**src/rtl/ltc2195_pkg.sv**
```systemverilog
// ltc2195_pkg: shared LTC2195 link constants, types and the lane bit map.
package ltc2195_pkg;
  localparam int LTC_FRAME_BITS = 8;
  localparam int LTC_LANES = 2;
  localparam int LTC_WORD_W = 16;
  typedef logic [LTC_WORD_W-1:0] word_t;
  typedef struct packed {
    word_t ch1;
    word_t ch0;
  } pair_t;
  // Frame bit k carries w[15-2k] on lane 1 and w[14-2k] on lane 0, MSB first.
  function automatic logic [3:0] bit_of(input logic [2:0] k, input logic lane);
    return 4'(LTC_WORD_W - 2 + int'(lane) - 2 * int'(k));
  endfunction
endpackage

```
**src/rtl/ltc2195_tx_emulator_if.sv**
```systemverilog
// ltc2195_tx_emulator_if: sample-pair handshake into the LTC2195 transmit emulator.
interface ltc2195_tx_emulator_if;
  logic [15:0] ch0_in;
  logic [15:0] ch1_in;
  logic sample_valid;
  logic sample_ready;
  logic train_in;
  modport master(output ch0_in, ch1_in, sample_valid, train_in, input sample_ready);
  modport slave(input ch0_in, ch1_in, sample_valid, train_in, output sample_ready);
endinterface

```
**src/rtl/ltc2195_tx_emulator_lane_serializer.sv**
```systemverilog
// ltc_lane_serializer: holds one channel word and drives its two lanes, one bit pair per strobe.
module ltc_lane_serializer
  import ltc2195_pkg::*;
(
  input  logic                 clk,
  input  logic                 rst,
  input  logic                 load,
  input  logic                 strobe,
  input  logic [2:0]           k,
  input  word_t                din,
  output logic [LTC_LANES-1:0] lanes
);
  word_t word;
  always_ff @(posedge clk)
    if (rst) begin
      word  <= '0;
      lanes <= '0;
    end else if (load) begin
      word  <= din;
      lanes <= {din[bit_of(3'd0, 1'b1)], din[bit_of(3'd0, 1'b0)]};
    end else if (strobe)
      lanes <= {word[bit_of(k, 1'b1)], word[bit_of(k, 1'b0)]};
endmodule

```
**src/rtl/ltc2195_tx_emulator.sv**
```systemverilog
// ltc2195_tx_emulator: serialises channel sample pairs onto DCO/FR/D0/D1 like an LTC2195 ADC.
module ltc2195_tx_emulator
  import ltc2195_pkg::*;
#(
  parameter int          DIV       = 8,
  parameter logic [15:0] TRAIN_PAT = 16'hA55A
) (
  input  logic                  clk_in,
  input  logic                  rst_in,
  ltc2195_tx_emulator_if.slave  s,
  output logic                  dco_out,
  output logic                  fr_out,
  output logic [LTC_LANES-1:0]  d0_out,
  output logic [LTC_LANES-1:0]  d1_out,
  output logic                  frame_out,
  output logic                  underrun_out
);
  localparam int DW = $clog2(DIV);
  localparam int BW = $clog2(LTC_FRAME_BITS);
  logic [DW-1:0] div_cnt;
  logic [BW-1:0] bit_cnt;
  logic full, loaded, start, strobe, consume, xfer, full_next;
  pair_t buf_q, last, word;
  assign strobe    = div_cnt == '0;
  assign start     = strobe && bit_cnt == '0;
  assign consume   = start && full && !s.train_in;
  assign xfer      = s.sample_valid && s.sample_ready;
  assign full_next = xfer || (full && !consume);
  always_comb word = s.train_in ? {TRAIN_PAT, TRAIN_PAT} : full ? buf_q : last;
  always_ff @(posedge clk_in)
    if (rst_in) begin
      div_cnt        <= '0;
      bit_cnt        <= '0;
      full           <= 1'b0;
      loaded         <= 1'b0;
      buf_q          <= '0;
      last           <= '0;
      s.sample_ready <= 1'b1;
      dco_out        <= 1'b0;
      fr_out         <= 1'b0;
      frame_out      <= 1'b0;
      underrun_out   <= 1'b0;
    end else begin
      div_cnt        <= div_cnt == DW'(DIV - 1) ? '0 : div_cnt + 1'b1;
      bit_cnt        <= div_cnt == DW'(DIV - 1) ? bit_cnt + 1'b1 : bit_cnt;
      dco_out        <= div_cnt == DW'(DIV / 2) ? ~dco_out : dco_out;
      fr_out         <= strobe ? ~bit_cnt[BW-1] : fr_out;
      frame_out      <= start;
      last           <= consume ? buf_q : last;
      loaded         <= loaded || consume;
      underrun_out   <= underrun_out || (start && !s.train_in && !full && loaded);
      buf_q          <= xfer ? {s.ch1_in, s.ch0_in} : buf_q;
      full           <= full_next;
      s.sample_ready <= !full_next;
    end
  ltc_lane_serializer u_ser0 (
    .clk(clk_in), .rst(rst_in), .load(start), .strobe(strobe), .k(bit_cnt),
    .din(word.ch0), .lanes(d0_out)
  );
  ltc_lane_serializer u_ser1 (
    .clk(clk_in), .rst(rst_in), .load(start), .strobe(strobe), .k(bit_cnt),
    .din(word.ch1), .lanes(d1_out)
  );
endmodule
```
**src/flat_wrapper.sv**
```systemverilog
// flat-port wrapper written by rule: the top's interface ports become plain ports
module ltc2195_tx_emulator_flat import ltc2195_pkg::*;
#(
  parameter int          DIV       = 8,
  parameter logic [15:0] TRAIN_PAT = 16'hA55A
)
  (clk_in, rst_in, dco_out, fr_out, d0_out, d1_out, frame_out, underrun_out, s_ch0_in, s_ch1_in, s_sample_valid, s_train_in, s_sample_ready);
  ltc2195_tx_emulator_if s_i ();
  input  logic clk_in;
  input  logic rst_in;
  output logic dco_out;
  output logic fr_out;
  output logic [LTC_LANES-1:0] d0_out;
  output logic [LTC_LANES-1:0] d1_out;
  output logic frame_out;
  output logic underrun_out;
  input wire logic [$bits(s_i.ch0_in)-1:0] s_ch0_in;
  input wire logic [$bits(s_i.ch1_in)-1:0] s_ch1_in;
  input wire logic [$bits(s_i.sample_valid)-1:0] s_sample_valid;
  input wire logic [$bits(s_i.train_in)-1:0] s_train_in;
  output wire logic [$bits(s_i.sample_ready)-1:0] s_sample_ready;
  assign s_i.ch0_in = s_ch0_in;
  assign s_i.ch1_in = s_ch1_in;
  assign s_i.sample_valid = s_sample_valid;
  assign s_i.train_in = s_train_in;
  assign s_sample_ready = s_i.sample_ready;
  ltc2195_tx_emulator #(.DIV(DIV), .TRAIN_PAT(TRAIN_PAT)) u_core (.clk_in(clk_in), .rst_in(rst_in), .s(s_i), .dco_out(dco_out), .fr_out(fr_out), .d0_out(d0_out), .d1_out(d1_out), .frame_out(frame_out), .underrun_out(underrun_out));
endmodule
```
**config.mk**
```make
export PLATFORM = sky130hd
export DESIGN_NAME = ltc2195_tx_emulator_flat
export DESIGN_NICKNAME = d
export VERILOG_FILES = /design/src/rtl/ltc2195_pkg.sv /design/src/rtl/ltc2195_tx_emulator_if.sv /design/src/rtl/ltc2195_tx_emulator_lane_serializer.sv /design/src/rtl/ltc2195_tx_emulator.sv /design/src/flat_wrapper.sv
export SDC_FILE = /design/constraint.sdc
export NUM_CORES = 1
export LEC_CHECK = 0
export BUFFER_PORTS_ARGS = -buffer_cell sky130_fd_sc_hd__buf_4
export CAP_MARGIN = 20
export CORE_ASPECT_RATIO = 0.6
export CORE_UTILIZATION = 45
export CTS_BUF_LIST = sky130_fd_sc_hd__clkbuf_4 sky130_fd_sc_hd__clkbuf_8
export DETAILED_ROUTE_END_ITERATION = 8
export HOLD_SLACK_MARGIN = 0.03
export PLACE_DENSITY = 0.65
export SETUP_SLACK_MARGIN = 0.5
export SLEW_MARGIN = 10
export SYNTH_ARGS = -nofsm -noshare
export SYNTH_HDL_FRONTEND = slang
export SYNTH_HIERARCHICAL = 1
export SYNTH_SLANG_ARGS = --single-unit
```
**constraint.sdc**
```tcl
create_clock -name clk_in -period 1.9 [get_ports clk_in]
set_clock_uncertainty 0.1 [all_clocks]
set_input_delay 0.38 -clock clk_in [delete_from_list [all_inputs] [get_ports clk_in]]
set_output_delay 0.38 -clock clk_in [all_outputs]
set_load 0.01 [all_outputs]
```
==> impl_metrics.yaml, run 1 <==
timing:
  finalSetupTns_ns: 0
  maxSlewViolCount: 0
  tightestPinTransition_ns: 0.419
  rsz0062_at_grt: "yes"
  fin_crit_ns: 1.64
  slew-limit-headroom: 0.720
  setup_violations: 0
  hold_viol_final: 0
  setup_ws_ns: 0.257
  max_clock_freq_mhz: 609
  period_share: 0.865
synth:
  yosys.area_share.simple: 0.215
  synth_top_area_frac: 0.438
  synth-edff-count: 0
  postSynthAreaPerCell_um2: 9.34
  yosysUniqueCellTypes: 33
  synthFlopType: "dfxtp_1"
  synthXorXnorAreaFrac: 0.00509
  syn_inst: 553
  synth_fa_ha_area_frac: 0.0121
  synthMuxAreaShare: 0.196
  yosysTopAreaCell: "dfxtp_1"
  async_flop_share: 0
  synth_fp_nets: 594
  ys_top_cells_by_area: "dfxtp_1 (44%), mux2i_1 (17%), nand2b_1 (8.0%), nand2_1 (4.9%), nor2_1 (4.5%)"
  netlist_area_um2: 5160
  synth-seq-cells: 113
  synth-compound-area-share: 0.0812
  synth_top_family_by_area: "simple AND/OR/NAND/NOR gates"
  synth.most_common_cell: "dfxtp_1"
  synth-seq-area-share: 0.438
  yosysWarnings: 6
  synth_common_cells: "dfxtp_1 (113), mux2i_1 (86), nand2_1 (67)"
place:
  gp_congestion: 0.752
  io_buffers: 44
  place_hpwl_mm: 7.37
  pre_cts_slack_ns: 0.131
  dp.cells: 708
clock_tree:
  clk_pin_slew_ns: 0.07
  root_buffer: "clkbuf_8"
  clock_sinks: 113
  clk_latency_ns: 0.42
  ctsHoldBuffers: 0
  clockBufferDepth: 2
  htreeDepth: 4
  cts_tree: "built"
  cts-buffers-inserted: 17
layout:
  nNetsFinal: 651
  diodes: 0
  areaGrowthSynthToFinish_pct: 27.8
  final_cells: 762
  drive_gt1_frac: 0.244
floorplanning:
  dieWidth_um: 140
  die_area_um2: 11900
  rows: 29
  die_height_um: 85.0
  initial_utilization: 0.476
  pin_count: 45
  core_um2: 10800
worst_setup_path:
  r2r_end: "u_core/last[15]"
  cp_max_fo: 6
  start_kind: "flip-flop"
  regToRegSetupSlack_ns: 0.26
  required_ns: 2.15
  crit_arrival_ns: 1.89
  r2r_start: "u_core/bit_cnt[0]"
  cp-end-kind: "flip-flop"
  reg2reg_depth: 7
  critical_path_class: "reg2reg"
global_routing:
  antenna_found_initial: 0
  grt_max_degree: 75
  grt_pass1_vias: 3912
  grt_pass1_wl_mm: 20.2
  grt_usage: 0.220
  grt-ovfl-total: 0
run_status:
  status: "completed"
pwr:
  power.density_nw_per_um2: 944
  total_power_uw: 6230
  power.leakage_uw: 0.00267
  ir_worst_vdd_mv: 0.487
run:
  drv_cap: 0
routing:
  drtIter0Drc: 283
  drt_pass1_iterations: 4
  viasPerCell: 5.23
  wl_per_cell_um: 16.5
  drt_wl_total_mm: 12.6
  vias: 3985
  drc: 0
  ant_nets: 0
worst_hold_path:
  hp-start: "s_ch1_in[6]"
  hold_end: "u_core/buf_q[22]"
  hold_class: "in2reg"
  hold_depth: 3
-- kinds of logic (layout without fill, tap and decap cells) --
family	after synthesis	after routing
simple gates	224	224
compound gates	65	65
flops	113	113
mux	94	94
buf+inv	49	119
xor+xnor	3	3
fa+ha+maj	5	5
-- placed cells by master (no fill, tap or decap), types with 5 or more instances in the layout --
cell type / instances
a211o_1: 16
a21oi_1: 32
buf_12: 6
buf_16: 6
buf_4: 52
buf_6: 14
bufinv_16: 5
clkbuf_8: 21
dfxtp_1: 99
dfxtp_2: 12
mux2i_1: 85
nand2_1: 67
nand2b_1: 66
nor2_1: 61
nor2b_1: 16
-- metrics by stage --
step / util / area [um2] / hold WS, ns
after floorplan: - / 5230 / 0.327
after global placement: 0.518 / 5620 / 0.339
after detailed placement: 0.518 / 5620 / 0.357
after CTS: 0.596 / 6460 / 0.0784
after global routing: 0.608 / 6600 / 0.0782
final: 0.608 / 6600 / 0.103
-- cell type report --
class / instances / area, um2
tap: 139 / 174
multi-input combinational: 391 / 2730
inverter: 6 / 48.8
sequential: 113 / 2280
timing repair buffer: 80 / 873
clock buffer: 23 / 304
clock inverter: 9 / 176
fill: 917 / 4250
timing repair inverter: 1 / 11.3
-- registers in the layout, summed over array words and instances, names as in the netlist --
register	cells
u_core/full	1
u_core/dco_out	1
u_core/fr_out	1
u_core/u_ser1/lanes	2
u_core/loaded	1
u_core/bit_cnt	3
u_core/u_ser0/word	16
u_core/s.sample_ready	1
u_core/buf_q	32
u_core/u_ser0/lanes	2
u_core/div_cnt	3
u_core/frame_out	1
u_core/u_ser1/word	16
u_core/last	32
u_core/underrun_out	1
-- layer usage --
layer  global-route usage  vias to the layer above  part of all wire
met5                    0                        -                 0
met4               0.0529                        0            0.0018
met3               0.0559                        2             0.057
met2                0.327                       94              0.44
met1                0.319                     1915              0.51
li1                     -                     1974                 -
-- power breakdown --
part	internal, uW	switching [uW]
combinational	505	444
sequential	2480	91.4
clock	1730	974
-- critical path, cell delays in order, from the launching register on --
cell	delay [ns]
dfxtp_4	0.35
inv_2	0.06
ha_4	0.13
nand4bb_4	0.15
nor3b_4	0.24
buf_6	0.19
clkbuf_16	0.18
mux2i_1	0.17
-- what timing repair did --
item                                    in CTS  in global routing
pin swaps                                    7                  8
endpoints found under the setup margin      75                 85
resized for setup                           41                 25
buffers inserted                            12                  3
gates cloned                                 6                  1
-- worst max path at each step --
stage / depth (start not counted) / startpoint / end
2_1_floorplan: 8 / u_core/bit_cnt[0] / u_core/u_ser0/word[14]
3_3_place_gp: 5 / u_core/full / u_core/u_ser1/word[1]
3_5_place_dp: 3 / u_core/full / u_core/last[1]
4_1_cts: 7 / u_core/div_cnt[0] / u_core/last[1]
5_1_grt: 7 / u_core/div_cnt[1] / u_core/last[25]
6_report: 7 / u_core/bit_cnt[0] / u_core/last[15]
Power figures use the tool's default switching activity.
==> run 2: changes to the inputs <==
- ABC_AREA: not set -> 1
- PLACE_DENSITY: 0.65 -> 0.66
==> run 2 against run 1 <==
  * Power rose by 7.3%
  * Via count up 19%
  * Critical path depth rose by 2
  * Clock power decreased by 3%
  * Count of clock-buffer cells in the layout down 1
  * The flow now finishes with violations (design-rule violations)
  * Global-route usage grew 1.9 points
  * Routed wire length up 12%
  * Core utilization is 1.4 points higher
  * Critical path type unchanged
  * Sequential power is 4% higher
  * Largest cell class unchanged
  * Flip-flop and latch count unchanged
==> impl_metrics.yaml, run 2 <==
worst_setup_path:
  start_kind: "flip-flop"
  r2r_end: "u_core/last[18]"
  critical_path_class: "reg2reg"
  required_ns: 2.17
  cp_max_fo: 8
  regToRegSetupSlack_ns: 0.31
  crit_arrival_ns: 1.86
  r2r_start: "u_core/bit_cnt[1]"
  reg2reg_depth: 9
  cp-end-kind: "flip-flop"
pwr:
  power.density_nw_per_um2: 1000
  power_frac_seq: 0.400
  ir_worst_vdd_mv: 0.547
  power_switching_share: 0.276
  p_switching_uw: 1850
  power.leakage_uw: 0.00285
  total_power_uw: 6680
  combPwrFrac: 0.204
  internal_power_uw: 4840
  p_clk_frac: 0.395
layout:
  fin_util: 0.623
  layout_commonest_cell: "nor2_1"
  nNetsFinal: 775
  multi_input_area_um2: 2560
  reg_top3: "u_core/buf_q: 32 flops, u_core/last: 32 flops"
  final_cells: 886
  drive_gt1_frac: 0.301
  layout_common_cells: "nor2_1 (131), dfxtp_1 (98), nand2_1 (80), buf_4 (67), o21ai_0 (52)"
  diodes: 0
  areaGrowthSynthToFinish_pct: 32.9
  nFillCells: 895
  final-seq-area_um2: 2290
global_routing:
  gr-usage-met1: 0.332
  use_met3: 0.0654
  met2_usage: 0.356
  top_usage_layer: "met2"
  antenna_found_initial: 0
  grt-ovfl-total: 0
  grt_usage: 0.240
  grt_max_degree: 72
  grt_pass1_vias: 4283
  grt_pass1_wl_mm: 21.6
worst_hold_path:
  hold_depth: 3
  hp-start: "s_ch0_in[0]"
  hold_end: "u_core/buf_q[0]"
  hold_class: "in2reg"
clock_tree:
  clk_latency_ns: 0.44
  cts-buffers-inserted: 17
  htreeDepth: 4
  clk_pin_slew_ns: 0.07
  ctsHoldBuffers: 0
  cts_tree: "built"
  root_buffer: "clkbuf_8"
  clock_sinks: 113
  clockBufferDepth: 2
timing:
  setup_ws_ns: 0.308
  slew-limit-headroom: 0.660
  max_clock_freq_mhz: 628
  tightestPinTransition_ns: 0.509
  maxSlewViolCount: 0
  period_share: 0.838
  hold_viol_final: 0
  fin_crit_ns: 1.59
  rsz0062_at_grt: "yes"
  setup_violations: 0
  finalSetupTns_ns: 0
floorplanning:
  pin_count: 45
  dieWidth_um: 138
  die_area_um2: 11600
  initial_utilization: 0.468
  rows: 29
  core_um2: 10700
  die_height_um: 83.8
run_status:
  violations: "design-rule violations"
  status: "complete, but fails checks"
synth:
  syn_inst: 669
  synthFlopType: "dfxtp_1"
  synth.most_common_cell: "nor2_1"
  yosysWarnings: 6
  synth-seq-area-share: 0.451
  postSynthAreaPerCell_um2: 7.50
  synth_fp_nets: 710
  synth-seq-cells: 113
  yosysTopAreaCell: "dfxtp_1"
  synth-edff-count: 0
  ys_top_cells_by_area: "dfxtp_1 (45%), nor2_1 (10%), o21ai_0 (7.0%), nand2_1 (6.4%), a21oi_1 (4.1%)"
  yosysUniqueCellTypes: 32
  netlist_area_um2: 5010
  async_flop_share: 0
  synth_top_area_frac: 0.451
  synth_common_cells: "nor2_1 (139), dfxtp_1 (113), nand2_1 (86)"
routing:
  wl_per_cell_um: 15.9
  drt_pass1_iterations: 7
  drc: 4
  viasPerCell: 5.37
  ant_nets: 0
  vias: 4755
  drt_wl_total_mm: 14.1
  drtIter0Drc: 328
run:
  drv_cap: 0
place:
  io_buffers: 44
  gp_congestion: 0.836
  pre_cts_slack_ns: 0.154
  dp.cells: 824
  place_hpwl_mm: 7.95
[run 2: cell types whose count changed after synthesis, moves of 19 or more]
cell	previous run	this run
nand2b_1	66	0
nand3_1	0	19
nand2_1	67	86
inv_1	6	49
nor2_1	62	139
mux2i_1	86	0
o21ai_0	5	70
[run 2: repair_timing]
| action | in CTS | in global routing |
|---|---|---|
| resized for setup | 55 | 54 |
| pin swaps | 6 | 36 |
| gates cloned | 3 | 5 |
| setup buffers | 11 | 11 |
| endpoints found under the setup margin | 75 | 85 |
[run 2: how the worst max path moves through the flow]
| stage | cells after the start | start | slack [ns] | endpoint |
|---|---|---|---|---|
| final | 9 | u_core/bit_cnt[1] | 0.31 | u_core/last[18] |
| after floorplan | 9 | u_core/bit_cnt[1] | 0.38 | u_core/u_ser0/word[4] |
| after CTS | 9 | u_core/bit_cnt[1] | 0.35 | u_core/last[31] |
| after global routing | 9 | u_core/bit_cnt[0] | 0.24 | u_core/last[18] |
| after global placement | 7 | u_core/bit_cnt[2] | 0.19 | u_core/u_ser1/lanes[1] |
| after detailed placement | 7 | s_train_in | 0.15 | u_core/last[31] |
[run 2: metrics by stage]
step | hold slack (ns) | area (um2)
final | 0.0934 | 6660
after global routing | 0.0975 | 6660
after CTS | 0.0798 | 6300
after detailed placement | 0.349 | 5510
after global placement | 0.328 | 5510
after floorplan | 0.317 | 5150
[run 2: routing by layer]
| layer | part of all wire | wire (um) |
|---|---|---|
| met5 | 0 | 0 |
| met2 | 0.43 | 5980 |
| met3 | 0.088 | 1240 |
| met1 | 0.47 | 6660 |
| met4 | 0.013 | 180 |
[run 2: kinds of logic (layout without fill, tap and decap cells)]
family / after synthesis / in the layout / share of synthesized area
flops: 113 / 113 / 0.451
compound gates: 161 / 161 / 0.190
buf+inv: 100 / 178 / 0.0898
fa+ha+maj: 5 / 5 / 0.0125
simple gates: 290 / 290 / 0.257
[run 2: power by group through the flow]
| stage | logic [uW] | registers [uW] | clock network (uW) |
|---|---|---|---|
| 2_1_floorplan | 734 | 2700 | 0 |
| 3_3_place_gp | 930 | 2710 | 0 |
| 3_5_place_dp | 952 | 2710 | 0 |
| 4_1_cts | 1160 | 2660 | 2680 |
| 5_1_grt | 1480 | 2690 | 2810 |
| 6_report | 1360 | 2680 | 2640 |
[run 2: worst max-delay path: stages (launching register included)]
cell       delay, ns
dfxtp_4         0.35
inv_4           0.06
ha_4            0.14
inv_1           0.05
nor2_2          0.12
nand3_4         0.14
nor2_8          0.22
clkbuf_16       0.20
nor2_1          0.05
nor2_1          0.09
[run 2: cell type report]
cell class                 instances  area share
sequential                       113       0.343
multi-input combinational        456       0.385
inverter                          58      0.0421
tap                              139      0.0261
clock inverter                    10      0.0272
timing repair inverter             1     0.00169
timing repair buffer              87       0.132
clock buffer                      22      0.0426
